$ cat src/rtl/uart_pkg.sv
// Shared UART constants and the arbiter state encoding used by the
// transmit-side blocks.
package uart_pkg;

    localparam int BYTE_W = 8;
    localparam int CLK_HZ = 27_000_000;
    localparam int BAUD   = 115_200;

    typedef enum logic {
        ARB_IDLE,
        ARB_LOCKED
    } arb_state_t;

endpackage

$ cat src/rtl/uart_rr_picker.sv
// Combinational round-robin picker: returns the first set request at or
// above ptr, wrapping from NUM_REQ-1 back to 0.
module uart_rr_picker
    import uart_pkg::*;
#(
    parameter int NUM_REQ = 4,
    parameter int ID_W    = $clog2(NUM_REQ)
) (
    input  logic [NUM_REQ-1:0] req,
    input  logic [ID_W-1:0]    ptr,
    output logic               found,
    output logic [ID_W-1:0]    idx
);

    // One extra bit so ptr + offset cannot overflow before the wrap compare.
    localparam logic [ID_W:0] NREQ = (ID_W + 1)'(NUM_REQ);

    logic [ID_W:0] pos;

    always_comb begin
        found = 1'b0;
        idx   = ptr;
        pos   = '0;
        for (int k = 0; k < NUM_REQ; k++) begin
            pos = {1'b0, ptr} + (ID_W + 1)'(k);
            if (pos >= NREQ) begin
                pos = pos - NREQ;
            end
            if (!found && req[pos[ID_W-1:0]]) begin
                found = 1'b1;
                idx   = pos[ID_W-1:0];
            end
        end
    end

endmodule

$ cat src/rtl/uart_tx_arbiter.sv
// Round-robin, message-locked arbiter sharing one byte-wide UART transmitter
// among NUM_REQ requesters, with forced release of a stalled grant.
module uart_tx_arbiter
    import uart_pkg::*;
#(
    parameter int  NUM_REQ        = 4,
    parameter int  TIMEOUT_CYCLES = 27_000,
    localparam int ID_W           = $clog2(NUM_REQ)
) (
    input  logic                      clk,
    input  logic                      rst_n,
    input  logic [NUM_REQ-1:0]        req_valid,
    input  logic [NUM_REQ*BYTE_W-1:0] req_data,
    input  logic [NUM_REQ-1:0]        req_last,
    output logic [NUM_REQ-1:0]        req_ready,
    output logic                      tx_valid,
    output logic [BYTE_W-1:0]         tx_data,
    input  logic                      tx_ready,
    output logic [ID_W-1:0]           grant_id,
    output logic                      busy,
    output logic                      timeout_err
);

    localparam int               CNT_W   = (TIMEOUT_CYCLES > 1) ? $clog2(TIMEOUT_CYCLES) : 1;
    localparam logic [CNT_W-1:0] CNT_MAX = CNT_W'(TIMEOUT_CYCLES - 1);
    localparam logic [ID_W-1:0]  LAST_ID = ID_W'(NUM_REQ - 1);

    arb_state_t        state, state_nxt;
    logic [ID_W-1:0]   rr_ptr, rr_ptr_nxt;
    logic [ID_W-1:0]   grant_nxt;
    logic [CNT_W-1:0]  idle_cnt, idle_cnt_nxt;
    logic              timeout_nxt;

    logic              pick_found;
    logic [ID_W-1:0]   pick_idx;
    logic              locked;
    logic              g_valid;
    logic              g_last;
    logic [BYTE_W-1:0] g_data;
    logic [ID_W-1:0]   ptr_adv;

    uart_rr_picker #(
        .NUM_REQ (NUM_REQ),
        .ID_W    (ID_W)
    ) u_picker (
        .req   (req_valid),
        .ptr   (rr_ptr),
        .found (pick_found),
        .idx   (pick_idx)
    );

    // Select the granted requester's signals; the data path stays combinational.
    always_comb begin
        g_valid = 1'b0;
        g_last  = 1'b0;
        g_data  = '0;
        for (int i = 0; i < NUM_REQ; i++) begin
            if (grant_id == ID_W'(i)) begin
                g_valid = req_valid[i];
                g_last  = req_last[i];
                g_data  = req_data[i*BYTE_W +: BYTE_W];
            end
        end
    end

    assign locked   = (state == ARB_LOCKED);
    assign busy     = locked;
    assign tx_valid = locked & g_valid;
    assign tx_data  = g_data;

    always_comb begin
        req_ready = '0;
        for (int i = 0; i < NUM_REQ; i++) begin
            req_ready[i] = locked && (grant_id == ID_W'(i)) && tx_ready;
        end
    end

    // Explicit wrap so non-power-of-two NUM_REQ never lands on an unused index.
    assign ptr_adv = (grant_id == LAST_ID) ? '0 : grant_id + ID_W'(1);

    always_comb begin
        state_nxt    = state;
        rr_ptr_nxt   = rr_ptr;
        grant_nxt    = grant_id;
        idle_cnt_nxt = idle_cnt;
        timeout_nxt  = 1'b0;
        case (state)
            ARB_IDLE: begin
                idle_cnt_nxt = '0;
                if (pick_found) begin
                    grant_nxt = pick_idx;
                    state_nxt = ARB_LOCKED;
                end
            end
            ARB_LOCKED: begin
                if (g_valid) begin
                    idle_cnt_nxt = '0;
                    if (tx_ready && g_last) begin
                        state_nxt  = ARB_IDLE;
                        rr_ptr_nxt = ptr_adv;
                    end
                end else if (idle_cnt == CNT_MAX) begin
                    state_nxt    = ARB_IDLE;
                    rr_ptr_nxt   = ptr_adv;
                    timeout_nxt  = 1'b1;
                    idle_cnt_nxt = '0;
                end else begin
                    idle_cnt_nxt = idle_cnt + CNT_W'(1);
                end
            end
        endcase
    end

    always_ff @(posedge clk or negedge rst_n) begin
        if (!rst_n) begin
            state       <= ARB_IDLE;
            rr_ptr      <= '0;
            grant_id    <= '0;
            idle_cnt    <= '0;
            timeout_err <= 1'b0;
        end else begin
            state       <= state_nxt;
            rr_ptr      <= rr_ptr_nxt;
            grant_id    <= grant_nxt;
            idle_cnt    <= idle_cnt_nxt;
            timeout_err <= timeout_nxt;
        end
    end

endmodule

$ cat config.mk
export PLATFORM = sky130hd
export DESIGN_NAME = uart_tx_arbiter
export DESIGN_NICKNAME = d
export VERILOG_FILES = /design/src/rtl/uart_pkg.sv /design/src/rtl/uart_rr_picker.sv /design/src/rtl/uart_tx_arbiter.sv
export SDC_FILE = /design/constraint.sdc
export NUM_CORES = 1
export LEC_CHECK = 0
export CAP_MARGIN = 20
export CORE_MARGIN = 3
export CORE_UTILIZATION = 29
export CTS_BUF_LIST = sky130_fd_sc_hd__clkbuf_16
export CTS_CLUSTER_DIAMETER = 80
export CTS_CLUSTER_SIZE = 24
export DETAILED_ROUTE_END_ITERATION = 12
export MAX_ROUTING_LAYER = met4
export PLACE_DENSITY = 0.63
export SLEW_MARGIN = 25
export SYNTH_ARGS = -nofsm -noshare
export SYNTH_HDL_FRONTEND = slang
export SYNTH_HIERARCHICAL = 1
export SYNTH_SLANG_ARGS = --single-unit
$ cat constraint.sdc
create_clock -name clk -period 3.1 [get_ports clk]
set_clock_uncertainty 0.05 [all_clocks]
set_input_delay 0.62 -clock clk [delete_from_list [all_inputs] [get_ports clk]]
set_output_delay 0.62 -clock clk [all_outputs]
set_load 0.1 [all_outputs]
Word-level counts from Yosys, hierarchy flattened
Index checks and enable logic that the tools add are counted.
{ "word_totals": {"inputBits": 43, "regBits": 21, "output_inout_bits": 17, "elab_cells": 95} }
{ "classes": {"n_reduce_logical": 19, "n_lt_le_gt_ge": 8, "bitwise_logic": 2, "n_eq_ne": 5, "muxes": 47, "n_addsub": 9} }
{ "op_table": {"columns": ["op", "count"], "rows": [
  ["2-to-1 mux 8 bit", 4],
  ["2-to-1 mux 15 bit", 2],
  ["case mux 15 bit (2 select lines)", 1],
  ["2-to-1 mux 2 bit", 12],
  ["2-to-1 mux 1 bit", 23],
  ["adder 15 x 1 -> 15 bit, second input constant", 1],
  ["== test 15 bit, second input constant", 1],
  ["logical AND 1 bit", 12],
  ["less-than comparator 2 x 3 -> 1 bit, second input constant", 4],
  ["greater-or-equal comparator 3 bit, second input constant", 3],
  ["binary-select mux 1 bit (select 2 bit)", 4],
  ["subtractor 2 x 1 -> 2 bit, second input constant", 4],
  ["adder 2 x 2 -> 3 bit, second input constant", 2],
  ["== test 2 bit, second input constant", 2],
  ["adder 2 x 1 -> 3 bit, second input constant", 1],
  ["greater-or-equal comparator 2 x 3 -> 1 bit, second input constant", 1],
  ["logical NOT 1 bit", 3],
  ["AND reduction 3 bit", 1],
  ["adder 2 x 1 -> 2 bit, second input constant", 1],
  ["== test 2 x 1 -> 1 bit, second input constant", 1],
  ["logical NOT 2 bit", 1],
  ["inequality test 2 x 1 -> 1 bit, second input constant", 1],
  ["case mux 1 bit (2 select lines)", 1],
  ["AND reduction 2 bit", 1],
  ["other kinds (3)", 3]
]} }

Longest topological paths before layout
Gate-level depths: netlist (run 1).
{ "depth": {"depth_word": 16, "mapped_depth": 8, "mapped_depth_nobuf": 7} }

By module
The synthesis (run 1) kept the hierarchy.
{ "modules_own_cells": {"columns": ["module", "instances", "area_per_inst_um2", "cells_per_inst", "seq_area_each_um2"], "rows": [
  ["uart_tx_arbiter", 1, 1373.8, 163, 525.5],
  ["uart_rr_picker", 1, 96.3, 16, 0.0]
]} }

Worst setup path before layout (run 1)
OpenSTA, ideal clock, no wires.
{ "synth_timing": {"path_type": "register to output", "startpoint": "register grant_id[0]", "endpoint": "output tx_data[5]", "slack_ns": -1.643, "arrival_time_ns": 4.073, "stages_incl_launch_ff": 8, "path_buffers": 2, "required_ns": 2.430, "cell_sequence": "dfrtp_1 -> inv_1 -> ha_1 -> clkbuf_1 -> clkbuf_1 -> nor2_1 -> a21oi_1 -> o21ai_0"} }
{ "synth_between": {"elab_chain_len": 5, "word_cells_on_any_way": 8, "classes_between": "eq/ne (3); mux (4); reduce/logical (1)"} }
{ "synth_rtl": {"columns": ["item", "line", "rtl"], "rows": [
  ["start, declared", "uart_tx_arbiter.sv:19", "output logic [ID_W-1:0] grant_id,"],
  ["start signal, assigned", "uart_tx_arbiter.sv:124", "grant_id <= grant_nxt;"],
  ["logical NOT 2 bit", "uart_tx_arbiter.sv:58", "if (grant_id == ID_W'(i)) begin"],
  ["2-to-1 mux 8 bit (3 in a row)", "uart_tx_arbiter.sv:58", null],
  ["2-to-1 mux 8 bit *", "uart_tx_arbiter.sv:58", null],
  ["end, declared", "uart_tx_arbiter.sv:17", "output logic [BYTE_W-1:0] tx_data,"]
]} }
Every way passes the cells marked *; elsewhere a longest branch is shown, timed or not.

Worst setup path in the final report (run 1)
{ "layout_timing": {"startpoint": "register grant_id[1]", "endpoint": "output tx_data[0]"} }
Same word-level chain as after synthesis.

==> results of run 1 <==
==> what timing repair did <==
item | in CTS | in global routing
endpoints found under the setup margin | 0 | 2
resized for setup | 0 | 1
hold endpoints to repair | 0 | 0
setup buffers | 0 | 0
==> power breakdown <==
group / total (uW) / switching [uW] / internal, uW
clock network: 271 / 98.3 / 173
registers: 388 / 63.4 / 325
logic: 2100 / 1360 / 742
total: 2760 / 1520 / 1240
==> per-layer routing <==
| metal | routed length (um) | share of wire |
|---|---|---|
| met1 | 2020 | 0.48 |
| met2 | 1990 | 0.47 |
| met3 | 211 | 0.050 |
| met4 | 11 | 0.0026 |
| met5 | 0 | 0 |
==> sequential cells by signal, summed over array words and instances (netlist names) <==
register and cells:
idle_cnt 15, timeout_err 1, rr_ptr 2, busy 1, grant_id 2
==> kinds of logic (layout without fill, tap and decap cells) <==
| kind of cell | count (synthesis) | after routing | share of synthesized area |
|---|---|---|---|
| compound gates | 36 | 36 | 0.164 |
| mux | 2 | 2 | 0.0153 |
| xor+xnor | 13 | 13 | 0.0774 |
| buf+inv | 11 | 72 | 0.0340 |
| flops | 21 | 21 | 0.357 |
| simple gates | 91 | 91 | 0.309 |
| fa+ha+maj | 5 | 5 | 0.0426 |
==> worst paths after layout <==
path | cells after the start | end | slack, ps | start
worst max-delay path | 8 | tx_data[0] | 280 | grant_id[1]$_DFFE_PN0P_
worst min-delay path | 1 | idle_cnt[0]$_DFF_PN0_ | 440 | idle_cnt[0]$_DFF_PN0_
worst max register to register | 8 | rr_ptr[0]$_DFFE_PN0P_ | 720 | grant_id[1]$_DFFE_PN0P_
worst min register to register | 1 | idle_cnt[0]$_DFF_PN0_ | 440 | idle_cnt[0]$_DFF_PN0_
max in group asynchronous | 2 | grant_id[0]$_DFFE_PN0P_ | 2100 | rst_n
min in group asynchronous | 2 | idle_cnt[5]$_DFF_PN0_ | 660 | rst_n
==> through the flow <==
step                 util  setup WS (ps)  hold WS [ps]  instance area [um2]
floorplan               -           66.9           274                 1560
global placement    0.490            467           424                 2360
detailed placement  0.490            443           430                 2360
CTS                 0.506            160           437                 2440
global route        0.507           90.5           472                 2440
finish              0.507            278           436                 2440
==> placed cells by master, fill, tap and decap left out, types with 5 or more instances in the layout <==
master	netlist	layout
sky130_fd_sc_hd__o21ai_4	0	8
sky130_fd_sc_hd__a21oi_1	10	10
sky130_fd_sc_hd__buf_12	0	13
sky130_fd_sc_hd__a22oi_1	7	7
sky130_fd_sc_hd__clkdlybuf4s50_1	0	42
sky130_fd_sc_hd__ha_1	5	5
sky130_fd_sc_hd__xor2_1	8	8
sky130_fd_sc_hd__dfrtp_1	21	19
sky130_fd_sc_hd__xnor2_1	5	5
sky130_fd_sc_hd__nor2b_1	6	5
sky130_fd_sc_hd__nand2_1	21	21
sky130_fd_sc_hd__nor2_1	31	31
sky130_fd_sc_hd__buf_4	0	9
sky130_fd_sc_hd__and3_1	5	5
sky130_fd_sc_hd__nand3_1	6	6
==> cell type report <==
cell class              instances  share of cell area
clock inverters                 1             0.00205
well taps                      67              0.0343
clock buffers                   3              0.0307
inverters                       4             0.00615
multi-input cells             147               0.404
flip-flops and latches         21               0.216
repair buffers                 64               0.306
==> worst max-delay path, stage by stage (launching register included) <==
cell and delay (ps):
sky130_fd_sc_hd__dfrtp_2 430, sky130_fd_sc_hd__inv_1 100, sky130_fd_sc_hd__ha_1 470, sky130_fd_sc_hd__nor2b_2 180
sky130_fd_sc_hd__a22oi_1 210, sky130_fd_sc_hd__nor2_1 60, sky130_fd_sc_hd__a21oi_1 210, sky130_fd_sc_hd__o21ai_4 80
sky130_fd_sc_hd__buf_12 160
==> Flow_metrics.wiki, run 1 <==
{| class="wikitable"
! Metric !! Value
|-
| Mapped Cells || 179
|-
| Fill count || 476
|-
| Sequential standard cell area || 528 um2
|-
| Number of enable-type register cells in the synthesized netlist || 0
|-
| Number of hold violations in the final report || 0
|-
| Maximum number of pins on one net before global-route repair || 22
|-
| Level count of the clock H-tree || 1
|-
| Final RePlAce weighted congestion || 0.761
|-
| GRT met2 Usage || 0.244
|-
| Startpoint class of the critical path || flip-flop
|-
| Dpl cells || 303
|-
| Largest vdd supply drop || 0.000554 V
|-
| Setup CP Type || flip-flop to output pin
|-
| Register bit count reported by yosys || 21
|-
| Total number of nets in the final design || 289
|-
| Static Leakage || 0.00101 uW
|-
| Routed wire per std cell || 13.8 um
|-
| Area added between synthesis and finish || 66.1%
|-
| Sinks on the clock net || 21
|-
| Root buffer cell || sky130_fd_sc_hd__clkbuf_16
|-
| CTS max path bufs || 2
|-
| Total negative slack || 0 ps
|-
| Largest fanout on the critical path || 14
|-
| Buffers added on ports || 59
|-
| Share of the cycle needed by the critical path after routing || 0.910
|-
| Dominant cell by count in the synthesized netlist || sky130_fd_sc_hd__nor2_1
|-
| Die W || 77.2 um
|-
| Top-Level Pins || 60
|-
| Wire length reported by the detailed router || 4240 um
|-
| Dominant register cell in the synthesized netlist || sky130_fd_sc_hd__dfrtp_1
|-
| Busiest layer in global routing || met2
|-
| Ranking of synthesized cells by instance count || 31 x sky130_fd_sc_hd__nor2_1, 21 x sky130_fd_sc_hd__dfrtp_1, 21 x sky130_fd_sc_hd__nand2_1
|-
| Final std cells w/o fill || 307
|-
| Clock tree from TritonCTS || built
|-
| Row count || 25
|-
| Final setup vio count || 0
|-
| Final Max Tran Viols || 0
|-
| Average instance area after synthesis || 8.21 um2
|-
| Seq/Total Area, Yosys || 0.357
|-
| Number of different library cells in the post-synthesis netlist || 38
|-
| Initial antenna violation count || 0
|-
| Met3 usage in global routing || 0.0282
|-
| Crit path required time || approximately 2400 ps
|-
| Portion of synthesized cell area occupied by the leading cell type || 0.357
|-
| Via count of the first global-routing pass || 1483
|-
| TritonCTS Buffers || 3
|-
| Grt met1 use || 0.197
|-
| Total power || 2760 uW
|-
| Biggest area consumer among synthesized cells || sky130_fd_sc_hd__dfrtp_1
|-
| Global-route wire length before repair || 7160 um
|-
| Cells taking the most area after synthesis || sky130_fd_sc_hd__dfrtp_1 36%, sky130_fd_sc_hd__nor2_1 7.9%, sky130_fd_sc_hd__nand2_1 5.4%
|-
| Share of cells above drive strength 1 || 0.183
|-
| Die extent in y || 77.2 um
|-
| Vias per std cell || 4.82
|-
| Final routed DRC violation total || 0
|-
| Overall Global Routing Usage || 0.149
|-
| Length of the first detailed-routing pass in iterations || 4
|-
| Number of nets with antenna violations after detailed routing || 0
|-
| Worst slew margin relative to its limit || 0.674
|-
| Pwr dens || approximately 1100 nW/um2
|-
| Via count of the routed design || 1479
|-
| HPWL after DPL || roughly 3300 um
|-
| Yosys Warn Count || 6
|-
| Synth Cell Area || 1470 um2
|-
| Status || completed
|-
| Post-CTS Hold Fix Bufs || 0
|-
| Worst-Margin Slew || 490 ps
|-
| Count of inserted antenna diode cells || 0
|-
| Post-CTS clock slew at the launch and capture registers of the worst setup and hold paths || 60 ps
|-
| Nets in the synthesized netlist || 227
|-
| Count of routing violations after the opening detailed-route iteration || between 40 and 50
|-
| Effective utilization at floorplan || 0.305
|-
| Max Clk Rate || 354 MHz
|-
| Max-cap viol count || 0
|-
| Global route overflow || 0
|-
| Data arrival, critical path || between 2000 and 2500 ps
|-
| Die outline area || 5960 um2
|-
| Share of flip-flops with an asynchronous set or reset after synthesis || 1.00
|-
| Hold WC Path Type || flip-flop to flip-flop
|-
| Setup repair after global routing missed its margin || false
|-
| Final Critical Period || ~2800 ps
|-
| Core outline area || between 4000 and 5000 um2
|-
| Clock latency reported for the late side of the worst-skew pair || 250 ps
|-
| Setup crit end kind || output pin
|-
| Multi-input gate area || a little under 1000 um2
|}
(Power assumes the default switching activity.)
==> run 2, diff against run 1 <==
- CTS_CLUSTER_SIZE: 24 -> 28
==> results of run 2 <==
Final layout, timing and power as in run 1 (identical DEF).
==> run 3, diff against run 2 <==
- PLACE_DENSITY: 0.63 -> unset
==> run 3 against run 2 <==
Final area fell by 0.10%. Highest routed layer unchanged. Hold slack got worse by 3.7 ps. Setup slack got worse by 41 ps. Die area did not move. Routed wire length fell by 0.73%.
==> Flow_metrics.wiki, run 3 (synthesis gave the netlist of run 1 again) <==
{| class="wikitable"
! Metric !! Value
|-
| Post-CTS clock slew at the launch and capture registers of the worst setup and hold paths || 50 ps (was 60 ps)
|-
| Post-CTS Hold Fix Bufs || 0 (unchanged)
|-
| Count of inserted antenna diode cells || 0 (unchanged)
|-
| Number of cells on the worst hold path || 1 (unchanged)
|-
| Share of cells above drive strength 1 || 0.179 (was 0.183)
|-
| Number of nets with antenna violations after detailed routing || 0 (unchanged)
|-
| Max-cap viol count || 0 (unchanged)
|-
| Pwr dens || 1130 nW/um2 (about the same)
|-
| Clk network pwr share || 0.097 (was 0.098)
|-
| Setup CP Type || flip-flop to output pin (unchanged)
|-
| Net switching power of the design || 1520 uW (about the same)
|-
| Routed wire per std cell || 13.7 um (was 13.8 um)
|-
| Wire length reported by the detailed router || 4200 um (was 4240 um)
|-
| Largest register FFs || 15 (unchanged)
|-
| Endpoint of the worst hold-timing path || idle_cnt[0]$_DFF_PN0_ (unchanged)
|-
| Worst slew margin relative to its limit || 0.619 (was 0.674)
|-
| Combinational fraction of design power || 0.762 (was 0.761)
|-
| Count of routing violations after the opening detailed-route iteration || 37 (was 48)
|-
| Reg2reg path depth || 7 (was 8)
|-
| CTS max path bufs || 2 (unchanged)
|-
| Final routed DRC violation total || 0 (unchanged)
|-
| Setup crit end kind || output pin (unchanged)
|-
| Setup repair after global routing missed its margin || false (unchanged)
|-
| Number of hold violations in the final report || 0 (unchanged)
|-
| Largest fanout on the critical path || 8 (was 14)
|-
| Via count of the first global-routing pass || 1399 (was 1483)
|-
| Final Max Tran Viols || 0 (unchanged)
|-
| Max Clk Rate || 349 MHz (was 354 MHz)
|-
| Total power || 2760 uW (about the same)
|-
| End of the worst register-to-register path || rr_ptr[1]$_DFFE_PN0P_ (was rr_ptr[0]$_DFFE_PN0P_)
|-
| Global route overflow || 0 (unchanged)
|-
| Row count || 25 (unchanged)
|-
| Level count of the clock H-tree || 1 (unchanged)
|-
| Length of the first detailed-routing pass in iterations || 4 (unchanged)
|-
| Number of post-CTS setup repair buffers || 0 (unchanged)
|-
| Overall Global Routing Usage || 0.155 (was 0.149)
|-
| Vias per std cell || 4.72 (was 4.82)
|-
| Global-route wire length before repair || 7290 um (was 7160 um)
|-
| Leading cell type in the layout, fill and taps excluded || sky130_fd_sc_hd__clkdlybuf4s50_1 (unchanged)
|-
| Area added between synthesis and finish || 66.0% (was 66.1%)
|-
| Clock tree from TritonCTS || built (unchanged)
|-
| Sinks on the clock net || 21 (unchanged)
|-
| Fill count || 481 (was 476)
|-
| Cell area after layout || 2440 um2 (about the same)
|-
| Top-Level Pins || 60 (unchanged)
|-
| Buffers added on ports || 59 (unchanged)
|-
| Multi-input gate area || 985 um2 (was 987 um2)
|-
| TritonCTS Buffers || 3 (unchanged)
|-
| Crit path required time || 2430 ps (about the same)
|-
| Status || completed (unchanged)
|-
| Largest vdd supply drop || 0.000614 V (was 0.000554 V)
|-
| Final worst hold slack || 433 ps (was 436 ps)
|-
| Worst-Margin Slew || 571 ps (was 490 ps)
|-
| PostCTS Resize Cnt || 0 (unchanged)
|-
| Final setup vio count || 0 (unchanged)
|-
| Die extent in y || 77.2 um (unchanged)
|-
| Initial antenna violation count || 0 (unchanged)
|-
| Sw Ratio || 0.551 (about the same)
|-
| Worst-case setup slack after placement || 448 ps (was 443 ps)
|-
| Total number of nets in the final design || 289 (unchanged)
|-
| Placed cell area || 2360 um2 (unchanged)
|-
| Data arrival, critical path || 2190 ps (was 2150 ps)
|-
| Beginning of the worst register-to-register path || grant_id[1]$_DFFE_PN0P_ (unchanged)
|-
| Effective utilization at floorplan || 0.305 (unchanged)
|-
| Leading cell types in the layout, fill and taps excluded || 42 x sky130_fd_sc_hd__clkdlybuf4s50_1, 31 x sky130_fd_sc_hd__nor2_1, 21 x sky130_fd_sc_hd__nand2_1 (unchanged)
|-
| Register-to-register path setup slack || 890 ps (was 720 ps)
|-
| Total negative slack || 0 ps (unchanged)
|-
| Hold WC Path Type || flip-flop to flip-flop (unchanged)
|-
| Clock latency reported for the late side of the worst-skew pair || 250 ps (about the same)
|-
| Sequential standard cell area || 528 um2 (unchanged)
|-
| Final RePlAce weighted congestion || 0.755 (was 0.761)
|-
| Cell internal pwr || 1240 uW (about the same)
|-
| Top flop regs || idle_cnt: 15 flops, grant_id: 2 flops, rr_ptr: 2 flops (unchanged)
|-
| Root buffer cell || sky130_fd_sc_hd__clkbuf_16 (unchanged)
|-
| Portion of total power attributed to sequential cells || 0.140 (was 0.141)
|-
| Static Leakage || 0.00101 uW (about the same)
|-
| Largest register by flop count || idle_cnt (unchanged)
|-
| Startpoint class of the critical path || flip-flop (unchanged)
|-
| HPWL after DPL || 3300 um (was 3290 um)
|-
| Share of the cycle needed by the critical path after routing || 0.924 (was 0.910)
|-
| Min-delay src || idle_cnt[0]$_DFF_PN0_ (unchanged)
|-
| Final Critical Period || 2860 ps (was 2820 ps)
|-
| Via count of the routed design || 1449 (was 1479)
|-
| Core outline area || 4820 um2 (unchanged)
|-
| Maximum number of pins on one net before global-route repair || 22 (unchanged)
|-
| Worst-case setup margin in the final layout || 236 ps (was 278 ps)
|-
| Die W || 77.2 um (unchanged)
|-
| Die outline area || 5960 um2 (unchanged)
|}
-- run 3: power groups by stage --
stage	logic, uW	clock network (uW)	registers, uW
6_report	2100	268	387
3_5_place_dp	2120	0	394
4_1_cts	2120	274	388
3_3_place_gp	2110	0	394
5_1_grt	2220	287	398
2_1_floorplan	1350	0	490
-- run 3: worst max path at each step --
stage	cells past startpoint	slack (ps)	to	from
floorplan	5	70	req_ready[2]	grant_id[0]$_DFFE_PN0P_
global placement	5	470	tx_valid	req_valid[1]
detailed placement	5	450	tx_valid	req_valid[0]
CTS	8	220	tx_data[2]	grant_id[0]$_DFFE_PN0P_
global route	8	30	tx_data[5]	grant_id[1]$_DFFE_PN0P_
finish	8	240	tx_data[3]	grant_id[1]$_DFFE_PN0P_
-- run 3: layout make-up --
cell class                      count  area share
Timing Repair Buffer               64       0.307
Sequential cell                    21       0.216
Clock buffer                        3      0.0308
Multi-Input combinational cell    147       0.404
Tap cell                           67      0.0344
Clock inverter                      1     0.00205
Inverter                            4     0.00615
-- run 3: metrics by stage --
stage           util  std cells
2_1_floorplan      -        179
3_3_place_gp   0.490        303
3_5_place_dp   0.490        303
4_1_cts        0.506        307
5_1_grt        0.506        307
6_report       0.506        307
-- run 3: layer usage --
layer | global-route usage | vias up | routed length (um)
met3 | 0.0352 | 4 | 266
li1 | - | 743 | -
met5 | - | - | 0
met2 | 0.250 | 43 | 2000
met4 | 0.0320 | 0 | 28
met1 | 0.200 | 659 | 1910
-- run 3: worst max-delay path: stages, from the launching register on --
cell and delay, ps:
sky130_fd_sc_hd__dfrtp_2 420, sky130_fd_sc_hd__inv_1 100, sky130_fd_sc_hd__ha_1 230, sky130_fd_sc_hd__nor2b_1 500
sky130_fd_sc_hd__a22oi_1 150, sky130_fd_sc_hd__nor2_1 130, sky130_fd_sc_hd__a21oi_1 70, sky130_fd_sc_hd__o21ai_4 160
sky130_fd_sc_hd__buf_12 190
